--- config.mk ---
export PLATFORM = sky130hd
export DESIGN_NAME = fetch_seq
export DESIGN_NICKNAME = d
export VERILOG_FILES = /design/src/rtl/cpu_ctrl_pkg.sv /design/src/rtl/fetch_wait_cnt.sv /design/src/rtl/fetch_seq.sv
export SDC_FILE = /design/constraint.sdc
export NUM_CORES = 1
export LEC_CHECK = 0
export BUFFER_PORTS_ARGS = -buffer_cell sky130_fd_sc_hd__clkbuf_2
export CELL_PAD_IN_SITES_DETAIL_PLACEMENT = 1
export CELL_PAD_IN_SITES_GLOBAL_PLACEMENT = 1
export CORE_MARGIN = 8
export CORE_UTILIZATION = 32
export CTS_CLUSTER_DIAMETER = 30
export DETAILED_ROUTE_END_ITERATION = 7
export PLACE_DENSITY_LB_ADDON = 0.15
export REMOVE_ABC_BUFFERS = 1
export SKIP_CTS_REPAIR_TIMING = 1
export SLEW_MARGIN = 20
export SYNTH_ARGS = -nofsm -noshare
export SYNTH_HDL_FRONTEND = slang
export SYNTH_HIERARCHICAL = 1
export SYNTH_SLANG_ARGS = --single-unit
--- constraint.sdc ---
create_clock -name clk -period 2.3 [get_ports clk]
set_clock_uncertainty 0.2 [all_clocks]
set_input_delay 0.115 -clock clk [delete_from_list [all_inputs] [get_ports clk]]
set_output_delay 0.115 -clock clk [all_outputs]
set_load 0.01 [all_outputs]
--- src/rtl/cpu_ctrl_pkg.sv ---
// Shared control-unit constants: fetch sequencer state encodings and defaults.
package cpu_ctrl_pkg;

   localparam int STATE_W = 3;

   localparam logic [STATE_W-1:0] FS_IDLE   = 3'd0;
   localparam logic [STATE_W-1:0] FS_ADDR   = 3'd1;
   localparam logic [STATE_W-1:0] FS_READ   = 3'd2;
   localparam logic [STATE_W-1:0] FS_LOADIR = 3'd3;
   localparam logic [STATE_W-1:0] FS_EXEC   = 3'd4;
   localparam logic [STATE_W-1:0] FS_HALT   = 3'd5;

   localparam int MEM_WAIT_DEF = 2;

endpackage

--- src/rtl/fetch_wait_cnt.sv ---
// Loadable saturating up-counter; load clears it to 0, tc flags count >= TERM.
module fetch_wait_cnt #(
   parameter int W    = 4,
   parameter int TERM = 1
) (
   input  logic clk,
   input  logic clr,
   input  logic load,
   input  logic en,
   output logic tc
);

   localparam logic [W-1:0] TERM_V = W'(TERM);

   logic [W-1:0] cnt;

   always_ff @(posedge clk) begin
      if (clr || load)
         cnt <= '0;
      else if (en && (cnt != '1))
         cnt <= cnt + 1'b1;
   end

   assign tc = (cnt >= TERM_V);

endmodule

--- src/rtl/fetch_seq.sv ---
// Instruction-fetch sequencer: ADDR -> READ -> LOADIR -> EXEC handshake.
// Define FETCH_TIMEOUT_EN to add the READ timeout and sticky fault output.
module fetch_seq
   import cpu_ctrl_pkg::*;
#(
   parameter int MEM_WAIT       = MEM_WAIT_DEF,
   parameter int TIMEOUT_CYCLES = 64
) (
   input  logic         clk,
   input  logic         clr,
   input  logic         run,
   input  logic         mem_rdy,
   input  logic         exec_done,
   input  logic         branch_taken,
   input  logic         halt_req,
   output logic         pc_bus_out,
   output logic         mar_en,
   output logic         pc_en,
   output logic         pc_inc,
   output logic         mem_rd,
   output logic         mdr_en,
   output logic         mdr_bus_out,
   output logic         ir_en,
   output logic         exec_start,
   output logic         busy,
   output logic         halted,
`ifdef FETCH_TIMEOUT_EN
   output logic         fault,
`endif
   output logic [2:0]   state
);

   if (MEM_WAIT < 1 || MEM_WAIT > 15 || TIMEOUT_CYCLES < 1 || TIMEOUT_CYCLES > 127) begin : g_bad_param
      $error("fetch_seq: MEM_WAIT must be 1..15 and TIMEOUT_CYCLES 1..127");
   end

   logic [STATE_W-1:0] cur, nxt;
   logic exec_first;
   logic wait_tc, rd_ok, to_hit;
   logic s_addr, s_read, s_loadir, s_exec, s_halt, live;

   assign s_addr   = (cur == FS_ADDR);
   assign s_read   = (cur == FS_READ);
   assign s_loadir = (cur == FS_LOADIR);
   assign s_exec   = (cur == FS_EXEC);
   assign s_halt   = (cur == FS_HALT);

   // Minimum-wait counter: cleared in ADDR, counts READ cycles.
   fetch_wait_cnt #(.W(4), .TERM(MEM_WAIT - 1)) u_wait (
      .clk  (clk),
      .clr  (clr),
      .load (s_addr),
      .en   (s_read),
      .tc   (wait_tc)
   );

   assign rd_ok = s_read & wait_tc & mem_rdy;

`ifdef FETCH_TIMEOUT_EN
   logic to_tc;

   fetch_wait_cnt #(.W(7), .TERM(TIMEOUT_CYCLES - 1)) u_timeout (
      .clk  (clk),
      .clr  (clr),
      .load (s_addr),
      .en   (s_read),
      .tc   (to_tc)
   );

   // An accepted mem_rdy wins over a timeout landing in the same cycle.
   assign to_hit = s_read & to_tc & ~rd_ok;

   always_ff @(posedge clk) begin
      if (clr)
         fault <= 1'b0;
      else if (to_hit)
         fault <= 1'b1;
   end
`else
   assign to_hit = 1'b0;
`endif

   always_comb begin
      nxt = cur;
      case (cur)
         FS_IDLE:   if (run) nxt = FS_ADDR;
         FS_ADDR:   nxt = FS_READ;
         FS_READ:   if (rd_ok) nxt = FS_LOADIR;
                    else if (to_hit) nxt = FS_HALT;
         FS_LOADIR: nxt = FS_EXEC;
         FS_EXEC:   if (exec_done) begin
                       if (halt_req)  nxt = FS_HALT;
                       else if (run)  nxt = FS_ADDR;
                       else           nxt = FS_IDLE;
                    end
         FS_HALT:   nxt = FS_HALT;
         default:   nxt = FS_IDLE;
      endcase
   end

   always_ff @(posedge clk) begin
      if (clr) begin
         cur        <= FS_IDLE;
         exec_first <= 1'b0;
      end else begin
         cur        <= nxt;
         exec_first <= (nxt == FS_EXEC) && !s_exec;
      end
   end

   // Every strobe is gated by clr so a mid-operation reset drives nothing.
   assign live        = ~clr;
   assign pc_bus_out  = live & s_addr;
   assign mar_en      = live & s_addr;
   assign pc_inc      = live & s_addr;
   assign pc_en       = live & (s_addr | (s_exec & exec_done & branch_taken));
   assign mem_rd      = live & s_read;
   assign mdr_en      = live & rd_ok;
   assign mdr_bus_out = live & s_loadir;
   assign ir_en       = live & s_loadir;
   assign exec_start  = live & s_exec & exec_first;
   assign busy        = live & (s_addr | s_read | s_loadir | s_exec);
   assign halted      = live & s_halt;
   assign state       = cur;

endmodule

==> flow_metrics.env, run 1 <==
export IMPL_critPathKind="flop to output port"
export IMPL_drt_total_wl_um=1350
export IMPL_final_setup_tns_ns=0
export IMPL_worst_setup_path_start_kind="flop"
export IMPL_wl_per_cell_um=13.2
export IMPL_synthesis_area_um2=538
export IMPL_final_common_cell="clkbuf_2"
export IMPL_area_delta_synth_final_pct=21.6
export IMPL_intPower_w=0.000235
export IMPL_max_stage_delay_ns=0.48
export IMPL_fp_dieArea_um2=3250
export IMPL_layout_min_cycle_time_ns=1.95
export IMPL_fin_area_um2=654
export IMPL_crit_path_max_fanout=4
export IMPL_switchingPower_w=0.0000965
export IMPL_coreArea_um2=1650
export IMPL_fin_nets=97
export IMPL_power_frac_comb_pct=20.9
export IMPL_place_congestion=0.712
export IMPL_slowest_stage="or4b_1"
export IMPL_drc=0
export IMPL_crit_required_ns=1.99
export IMPL_critPathBufInv=2
export IMPL_dp_cells=98
export IMPL_synth_seq_area_share_pct=29.8
export IMPL_numCtsBuffers=3
export IMPL_grt_setup_unrepaired="false"
export IMPL_synth_cell_types=32
export IMPL_htree_num_levels=1
export IMPL_die_x_um=57.0
export IMPL_root_buffer="clkbuf_4"
export IMPL_outcome="completed"
export IMPL_grt_max_degree=15
export IMPL_layoutNonFillerInstCount=102
export IMPL_netlist_instances=66
export IMPL_ys_ff_latch=8
export IMPL_finalSetupViolCount=0
export IMPL_drv_cap=0
export IMPL_min_delay_path_class="input port to flop"
export IMPL_grt_overflow_total=0
export IMPL_p_per_area_nw_per_um2=506
export IMPL_p_leak_nw=0.310
export IMPL_crit_chain="inv_1 -> ha_1 -> or4b_1 -> nand2_1 -> nor3_1 -> clkbuf_2"
export IMPL_clkSlewWorstSetupHoldPaths_ns=0.05
export IMPL_max_slew_margin_pct=72.6
export IMPL_p_seq_share_pct=46.5
export IMPL_num_vias=526
export IMPL_grt_pass1_wl_um=2310
export IMPL_timing_hold_ws_ns=0.0241
export IMPL_vias_per_cell=5.16
export IMPL_postRouteAntennaNets=0
export IMPL_swShare_pct=29.1
export IMPL_layout_common_cells="clkbuf_2, nand2_1, dfxtp_1, nor2_1, nor3_1"
export IMPL_grt_use_total_pct=8.98
export IMPL_fin_crit_sh_pct=84.8
export IMPL_maxSlewViolCount=0
export IMPL_postPlaceCellArea_um2=622
export IMPL_cts_tree="yes"
export IMPL_synth_avg_cell_area_um2=8.15
export IMPL_ir_worst_vdd_mv=0.289
export IMPL_dp_hpwl_um=1110
export IMPL_drive_above_1_share_pct=31.8
export IMPL_initial_core_util_pct=32.6
export IMPL_clk_latency_ns=0.26
export IMPL_worstMarginPinSlew_ns=0.410
export IMPL_cp_arrival_ns=1.64
export IMPL_synth_warnings=6
export IMPL_critPathCaptureType="output port"
export IMPL_grt_antenna_before_repair=0
export IMPL_fmax_mhz=513
export IMPL_hold_viol=0
export IMPL_die_height_um=57.0
export IMPL_rows=15
export IMPL_drt_iter0_drc=3
export IMPL_final_core_util_pct=39.6
export IMPL_cts_sinks=8
export IMPL_grt_pass1_vias=526
export IMPL_clock_power_share_pct=32.6
export IMPL_cts_buffer_depth=2
export IMPL_ios=21
export IMPL_antenna_cells=0
export IMPL_dr_pass1_iters=2
export IMPL_numPortBuffers=20
export IMPL_crit_family="simple AND/OR/NAND/NOR gates"
-- cells in the mapped netlist --
library cell	instances	area share (%)
inv_1	4	2.8
o41ai_1	1	1.6
nand3_1	1	0.93
o2111ai_1	1	1.6
mux2i_1	2	3.7
or3b_4	1	2.1
a21o_1	1	1.4
dfxtp_1	8	30
o211ai_1	1	1.4
nor2b_1	1	1.2
ha_1	3	7.0
o22a_1	1	1.6
o21ba_2	1	1.9
a21oi_1	1	0.93
and3_1	1	1.2
or4b_1	1	1.9
nand2_1	8	5.6
or3b_2	1	1.6
nand2b_1	2	2.3
a31oi_1	1	1.2
nand2b_4	1	2.6
nand4_1	1	1.2
nor3b_1	1	1.4
nor2_1	7	4.9
or2_0	1	1.2
buf_4	3	4.2
buf_6	1	2.1
nand4b_1	1	1.6
xor2_1	1	1.6
clkbuf_1	1	0.70
a211oi_1	1	1.4
nor3_1	6	5.6
-- sequential cells by signal (all words and copies together) (netlist names) --
register and flops:
exec_first 1, state 3, u_wait/cnt 4
-- path summary, 6_finish.rpt --
check	start	to	slack, ns	cells after the start
worst max-delay path	u_wait/cnt[1]	mdr_en	0.35	6
worst min-delay path	clr	state[0]	0.02	2
worst max register to register	state[1]	u_wait/cnt[3]	0.44	5
worst min register to register	u_wait/cnt[1]	u_wait/cnt[1]	0.32	2
-- worst register-to-register path, stage by stage, from the launching register on --
cell and delay, ns:
dfxtp_1 0.51, or3b_4 0.44, inv_1 0.18, nand4_1 0.15, o211ai_1 0.18, o41ai_1 0.09
-- through the flow --
step	power, W	worst slack [ns]
CTS	0.000339	0.313
global placement	0.000226	0.473
detailed placement	0.000226	0.428
floorplan	0.000197	0.536
finish	0.000331	0.349
global route	0.000352	0.213
-- metal layers --
layer	GRT usage [%]	vias up	wire length (µm)	share of wire, %
met5	0	-	0	0
met4	5.03	0	20	1.5
met3	5.99	2	152	11
met2	15.2	15	655	49
met1	7.73	241	516	38
li1	-	268	-	-
-- final cells by class --
cell class / instances / area, µm²
Tap cell: 17 / 21.3
Multi-Input combinational cell: 49 / 325
Sequential cell: 8 / 160
Fill cell: 208 / 997
Inverter: 4 / 15.0
Clock buffer: 3 / 22.5
Timing Repair Buffer: 21 / 110
-- logic make-up after synthesis --
| logic type | count (synthesis) | share of synthesized area (%) |
|---|---|---|
| adders and majority gates | 3 | 6.98 |
| xor gates and xnor gates | 1 | 1.63 |
| and+or+nand+nor | 34 | 35.1 |
| AOI/OAI and AO/OA | 9 | 13.0 |
| DFF | 8 | 29.8 |
| muxes | 2 | 3.72 |
| buffers and inverters | 9 | 9.77 |
-- power by group through the flow --
stage / logic [W] / registers, W / clock network, W
finish: 0.0000692 / 0.000154 / 0.000108
global route: 0.0000780 / 0.000157 / 0.000118
CTS: 0.0000693 / 0.000154 / 0.000115
detailed placement: 0.0000690 / 0.000157 / 0
global placement: 0.0000692 / 0.000157 / 0
floorplan: 0.0000414 / 0.000156 / 0
Power figures use the tool's default switching activity.
==> inputs of run 2 (changes only) <==
==> constraint.sdc (replaced) <==
create_clock -name clk -period 2 [get_ports clk]
set_clock_uncertainty 0.2 [all_clocks]
set_input_delay 0.1 -clock clk [delete_from_list [all_inputs] [get_ports clk]]
set_output_delay 0.1 -clock clk [all_outputs]
set_load 0.01 [all_outputs]
==> flow_metrics.env, run 2 (synthesis gave the netlist of run 1 again) <==
export IMPL_outcome="complete, but fails checks"
export IMPL_final_common_cell="clkbuf_2"
export IMPL_fin_crit_sh_pct=92.9
export IMPL_dp_hpwl_um=1120
export IMPL_final_setup_tns_ns=0
export IMPL_grt_antenna_before_repair=0
export IMPL_largest_register_ffs=4
export IMPL_n_fill_cell=221
export IMPL_power_frac_comb_pct=22.7
export IMPL_clkSlewWorstSetupHoldPaths_ns=0.06
export IMPL_dr_pass1_iters=2
export IMPL_fp_dieArea_um2=3250
export IMPL_drt_iter0_drc=1
export IMPL_worstMarginPinSlew_ns=0.331
export IMPL_clk_latency_ns=0.25
export IMPL_intPower_w=0.000273
export IMPL_grt_use_total_pct=8.44
export IMPL_die_x_um=57.0
export IMPL_swShare_pct=28.7
export IMPL_top_register="u_wait/cnt"
export IMPL_crit_path_max_fanout=4
export IMPL_layout_min_cycle_time_ns=1.86
export IMPL_slowest_stage="or4b_1"
export IMPL_clock_power_share_pct=32.1
export IMPL_postRouteAntennaNets=0
export IMPL_fmax_mhz=538
export IMPL_holdPathEnd="state[0]"
export IMPL_htree_num_levels=1
export IMPL_ir_worst_vdd_mv=0.274
export IMPL_initial_core_util_pct=32.6
export IMPL_area_delta_synth_final_pct=22.8
export IMPL_critPathKind="flop to output port"
export IMPL_r2r_end="u_wait/cnt[3]"
export IMPL_numCtsBuffers=3
export IMPL_layout_common_cells="clkbuf_2, nand2_1, nor2_1, dfxtp_1, nor3_1"
export IMPL_hold_viol=1
export IMPL_root_buffer="clkbuf_4"
export IMPL_p_leak_nw=0.317
export IMPL_max_stage_delay_ns=0.46
export IMPL_seq_area_um2=161
export IMPL_critPathCaptureType="output port"
export IMPL_crit_required_ns=1.70
export IMPL_cts_sinks=8
export IMPL_crit_chain="inv_1 -> ha_1 -> or4b_1 -> nand2_1 -> nor3_1 -> clkbuf_2"
export IMPL_final_core_util_pct=40.0
export IMPL_grt_overflow_total=0
export IMPL_max_slew_margin_pct=77.9
export IMPL_holdPathStages=3
export IMPL_grt_pass1_wl_um=2270
export IMPL_p_total_w=0.000382
export IMPL_drt_total_wl_um=1360
export IMPL_drc=0
export IMPL_vias_per_cell=5.11
export IMPL_min_delay_path_class="input port to flop"
export IMPL_critPathBufInv=2
export IMPL_fin_area_um2=661
export IMPL_dp_cells=100
export IMPL_switchingPower_w=0.000110
export IMPL_crit_family="simple AND/OR/NAND/NOR gates"
export IMPL_place_congestion=0.721
export IMPL_rows=15
export IMPL_failed_checks="negative hold slack"
export IMPL_cts_tree="yes"
export IMPL_grt_setup_unrepaired="false"
export IMPL_critPathLaunch="u_wait/cnt[1]"
export IMPL_timing_hold_ws_ns=-0.0160
export IMPL_cp_arrival_ns=1.56
export IMPL_numPortBuffers=20
export IMPL_p_per_area_nw_per_um2=579
export IMPL_fin_nets=98
export IMPL_cts_buffer_depth=2
export IMPL_p_seq_share_pct=45.2
export IMPL_reg2reg_depth=5
export IMPL_regToRegStartpoint="state[2]"
export IMPL_reg2reg_slack_ns=0.34
export IMPL_ios=21
export IMPL_grt_max_degree=15
export IMPL_drive_above_1_share_pct=34.9
export IMPL_min_from="exec_done"
export IMPL_drv_cap=0
export IMPL_multi_input_area_um2=325
export IMPL_grt_pass1_vias=521
export IMPL_finalSetupViolCount=0
export IMPL_coreArea_um2=1650
export IMPL_wl_per_cell_um=13.2
export IMPL_layoutNonFillerInstCount=103
export IMPL_worst_setup_path_start_kind="flop"
export IMPL_antenna_cells=0
export IMPL_maxSlewViolCount=0
export IMPL_postPlaceCellArea_um2=637
export IMPL_num_vias=526
export IMPL_die_height_um=57.0
-- run 2: metal layers --
metal	up-vias	GRT usage, %	wire (µm)
met5	-	0	0
met1	243	7.85	547
met3	0	3.77	106
met4	0	4.03	0
met2	13	15.2	709
li1	270	-	-
-- run 2: how the worst max path moves through the flow --
stage	end	slack [ns]	cells after the start
after global routing	mdr_en	0.05	6
after floorplan	u_wait/cnt[3]	0.24	5
after detailed placement	state[0]	0.33	6
after global placement	state[0]	0.36	6
after CTS	mdr_en	0.06	6
final	mdr_en	0.14	6
-- run 2: power by group through the flow --
| stage | clock (W) | sequential (W) | combinational [W] |
|---|---|---|---|
| floorplan | 0 | 0.000180 | 0.0000476 |
| global placement | 0 | 0.000176 | 0.0000873 |
| detailed placement | 0 | 0.000177 | 0.0000886 |
| CTS | 0.000133 | 0.000173 | 0.0000888 |
| global route | 0.000137 | 0.000174 | 0.0000977 |
| finish | 0.000123 | 0.000173 | 0.0000868 |
-- run 2: stage by stage --
stage / hold slack, ns / setup slack (ns)
finish: -0.0160 / 0.142
global route: 0.0128 / 0.0454
CTS: -0.0142 / 0.0615
detailed placement: 0.256 / 0.330
global placement: 0.255 / 0.360
floorplan: -0.0306 / 0.236
-- run 2: area by class of cell --
type	count	area share, %
multi-input cells	49	49.2
flip-flops and latches	8	24.4
repair buffers	22	17.4
clock buffers	3	3.41
well taps	17	3.22
inverters	4	2.27
-- run 2: worst register-to-register path, delay by kind of cell, from the launching register on --
family           cells  cell delay [ns]
AND/OR/NAND/NOR      3             0.66
AO/OA/AOI/OAI        2             0.23
flip-flops           1             0.45
==> inputs of run 3 (changes only) <==
--- a/config.mk
+++ b/config.mk
@@ -14,6 +14,7 @@
 export DETAILED_ROUTE_END_ITERATION = 7
 export PLACE_DENSITY_LB_ADDON = 0.15
 export REMOVE_ABC_BUFFERS = 1
+export SETUP_SLACK_MARGIN = 0.3
 export SKIP_CTS_REPAIR_TIMING = 1
 export SLEW_MARGIN = 20
 export SYNTH_ARGS = -nofsm -noshare
==> flow_metrics.env, run 3 (synthesis gave the netlist of run 1 again) <==
export IMPL_crit_chain="inv_1 -> ha_1 -> or4b_1 -> nand2_1 -> nor3_1 -> clkbuf_2"
export IMPL_p_per_area_nw_per_um2=565
export IMPL_dp_hpwl_um=1120
export IMPL_vias_per_cell=5.12
export IMPL_numPortBuffers=20
export IMPL_root_buffer="clkbuf_4"
export IMPL_maxSlewViolCount=0
export IMPL_outcome="complete, but fails checks"
export IMPL_numCtsBuffers=3
export IMPL_failed_checks="negative hold slack"
export IMPL_layoutNonFillerInstCount=104
export IMPL_grt_max_degree=15
export IMPL_fin_nets=99
export IMPL_timing_hold_ws_ns=-0.0254
export IMPL_max_stage_delay_ns=0.46
export IMPL_antenna_cells=0
export IMPL_clkSlewWorstSetupHoldPaths_ns=0.06
export IMPL_grt_pass1_wl_um=2270
export IMPL_layout_common_cells="clkbuf_2, nand2_1, nor2_1, nor3_1, dfxtp_1"
export IMPL_fin_crit_sh_pct=91.0
export IMPL_crit_family="simple AND/OR/NAND/NOR gates"
export IMPL_drive_above_1_share_pct=41.4
export IMPL_place_congestion=0.721
export IMPL_clk_latency_ns=0.25
export IMPL_swShare_pct=29.0
export IMPL_drv_cap=0
export IMPL_worst_setup_path_start_kind="flop"
export IMPL_clock_power_share_pct=32.1
export IMPL_slowest_stage="or4b_1"
export IMPL_cts_sinks=8
export IMPL_crit_path_max_fanout=2
export IMPL_reg2reg_slack_ns=0.37
export IMPL_power_frac_comb_pct=22.8
export IMPL_largest_register_ffs=4
export IMPL_dr_pass1_iters=3
export IMPL_critPathBufInv=2
export IMPL_final_common_cell="clkbuf_2"
export IMPL_p_leak_nw=0.325
export IMPL_drt_iter0_drc=1
export IMPL_fmax_mhz=549
export IMPL_die_x_um=57.0
export IMPL_p_total_w=0.000385
export IMPL_die_height_um=57.0
export IMPL_htree_num_levels=1
export IMPL_cts_tree="yes"
export IMPL_max_slew_margin_pct=77.8
export IMPL_grt_antenna_before_repair=0
export IMPL_coreArea_um2=1650
export IMPL_switchingPower_w=0.000112
export IMPL_initial_core_util_pct=32.6
export IMPL_grt_overflow_total=0
export IMPL_hold_viol=1
export IMPL_dp_cells=100
export IMPL_min_delay_path_class="input port to flop"
export IMPL_top_register="u_wait/cnt"
export IMPL_drt_total_wl_um=1390
export IMPL_final_setup_tns_ns=0
export IMPL_rows=15
export IMPL_grt_use_total_pct=8.44
export IMPL_grt_pass1_vias=521
export IMPL_postRouteAntennaNets=0
export IMPL_p_seq_share_pct=45.1
export IMPL_ios=21
export IMPL_cts_buffer_depth=2
export IMPL_layout_min_cycle_time_ns=1.82
export IMPL_drc=0
export IMPL_worstMarginPinSlew_ns=0.332
export IMPL_grt_setup_unrepaired="true"
export IMPL_area_delta_synth_final_pct=26.7
export IMPL_critPathCaptureType="output port"
export IMPL_wl_per_cell_um=13.3
export IMPL_fp_dieArea_um2=3250
export IMPL_ir_worst_vdd_mv=0.274
export IMPL_critPathKind="flop to output port"
export IMPL_finalSetupViolCount=0
export IMPL_num_vias=532
export IMPL_crit_required_ns=1.70
export IMPL_cp_arrival_ns=1.52
export IMPL_intPower_w=0.000273
run 3: cell type report:
cell class,instances,area (µm²)
well taps,17,21.3
inverters,4,15.0
multi-input cells,49,333
repair buffers,23,123
flip-flops and latches,8,168
fillers,219,970
clock buffers,3,22.5
run 3: metrics by stage:
stage	hold WS, ns	setup WS [ns]	instance area (µm²)	util (%)
after floorplan	-0.0306	0.236	500	-
after global placement	0.255	0.360	637	38.6
after detailed placement	0.256	0.330	637	38.6
after CTS	-0.0142	0.0615	659	39.9
after global routing	0.00533	0.0953	682	41.3
final	-0.0254	0.179	682	41.3
run 3: path summary, 6_finish.rpt:
path | start | cells past startpoint | endpoint
worst min register to register | u_wait/cnt[0] | 2 | u_wait/cnt[0]
worst min-delay path | exec_done | 3 | state[0]
worst max register to register | state[2] | 4 | u_wait/cnt[3]
worst max-delay path | u_wait/cnt[1] | 6 | mdr_en
run 3: worst reg2reg max path, delay by kind of cell, from the launching register on:
family                 cells  cell delay (ns)
AOI/OAI and AO/OA          1             0.29
buffers and inverters      1             0.12
DFF                        1             0.36
and+or+nand+nor            2             0.54
run 3: power groups by stage:
stage                     registers, W  clock network (W)   logic, W
after CTS                     0.000173           0.000133  0.0000888
after detailed placement      0.000177                  0  0.0000886
after floorplan               0.000180                  0  0.0000476
final                         0.000174           0.000124  0.0000881
after global routing          0.000175           0.000137  0.0000986
after global placement        0.000176                  0  0.0000873
run 3: routing by layer:
| layer | global-route usage [%] | vias up | share of wire, % |
|---|---|---|---|
| met1 | 7.85 | 246 | 40 |
| met4 | 4.03 | 0 | 0.43 |
| met2 | 15.2 | 13 | 52 |
| li1 | - | 271 | - |
| met5 | 0 | - | 0 |
| met3 | 3.77 | 2 | 7.9 |
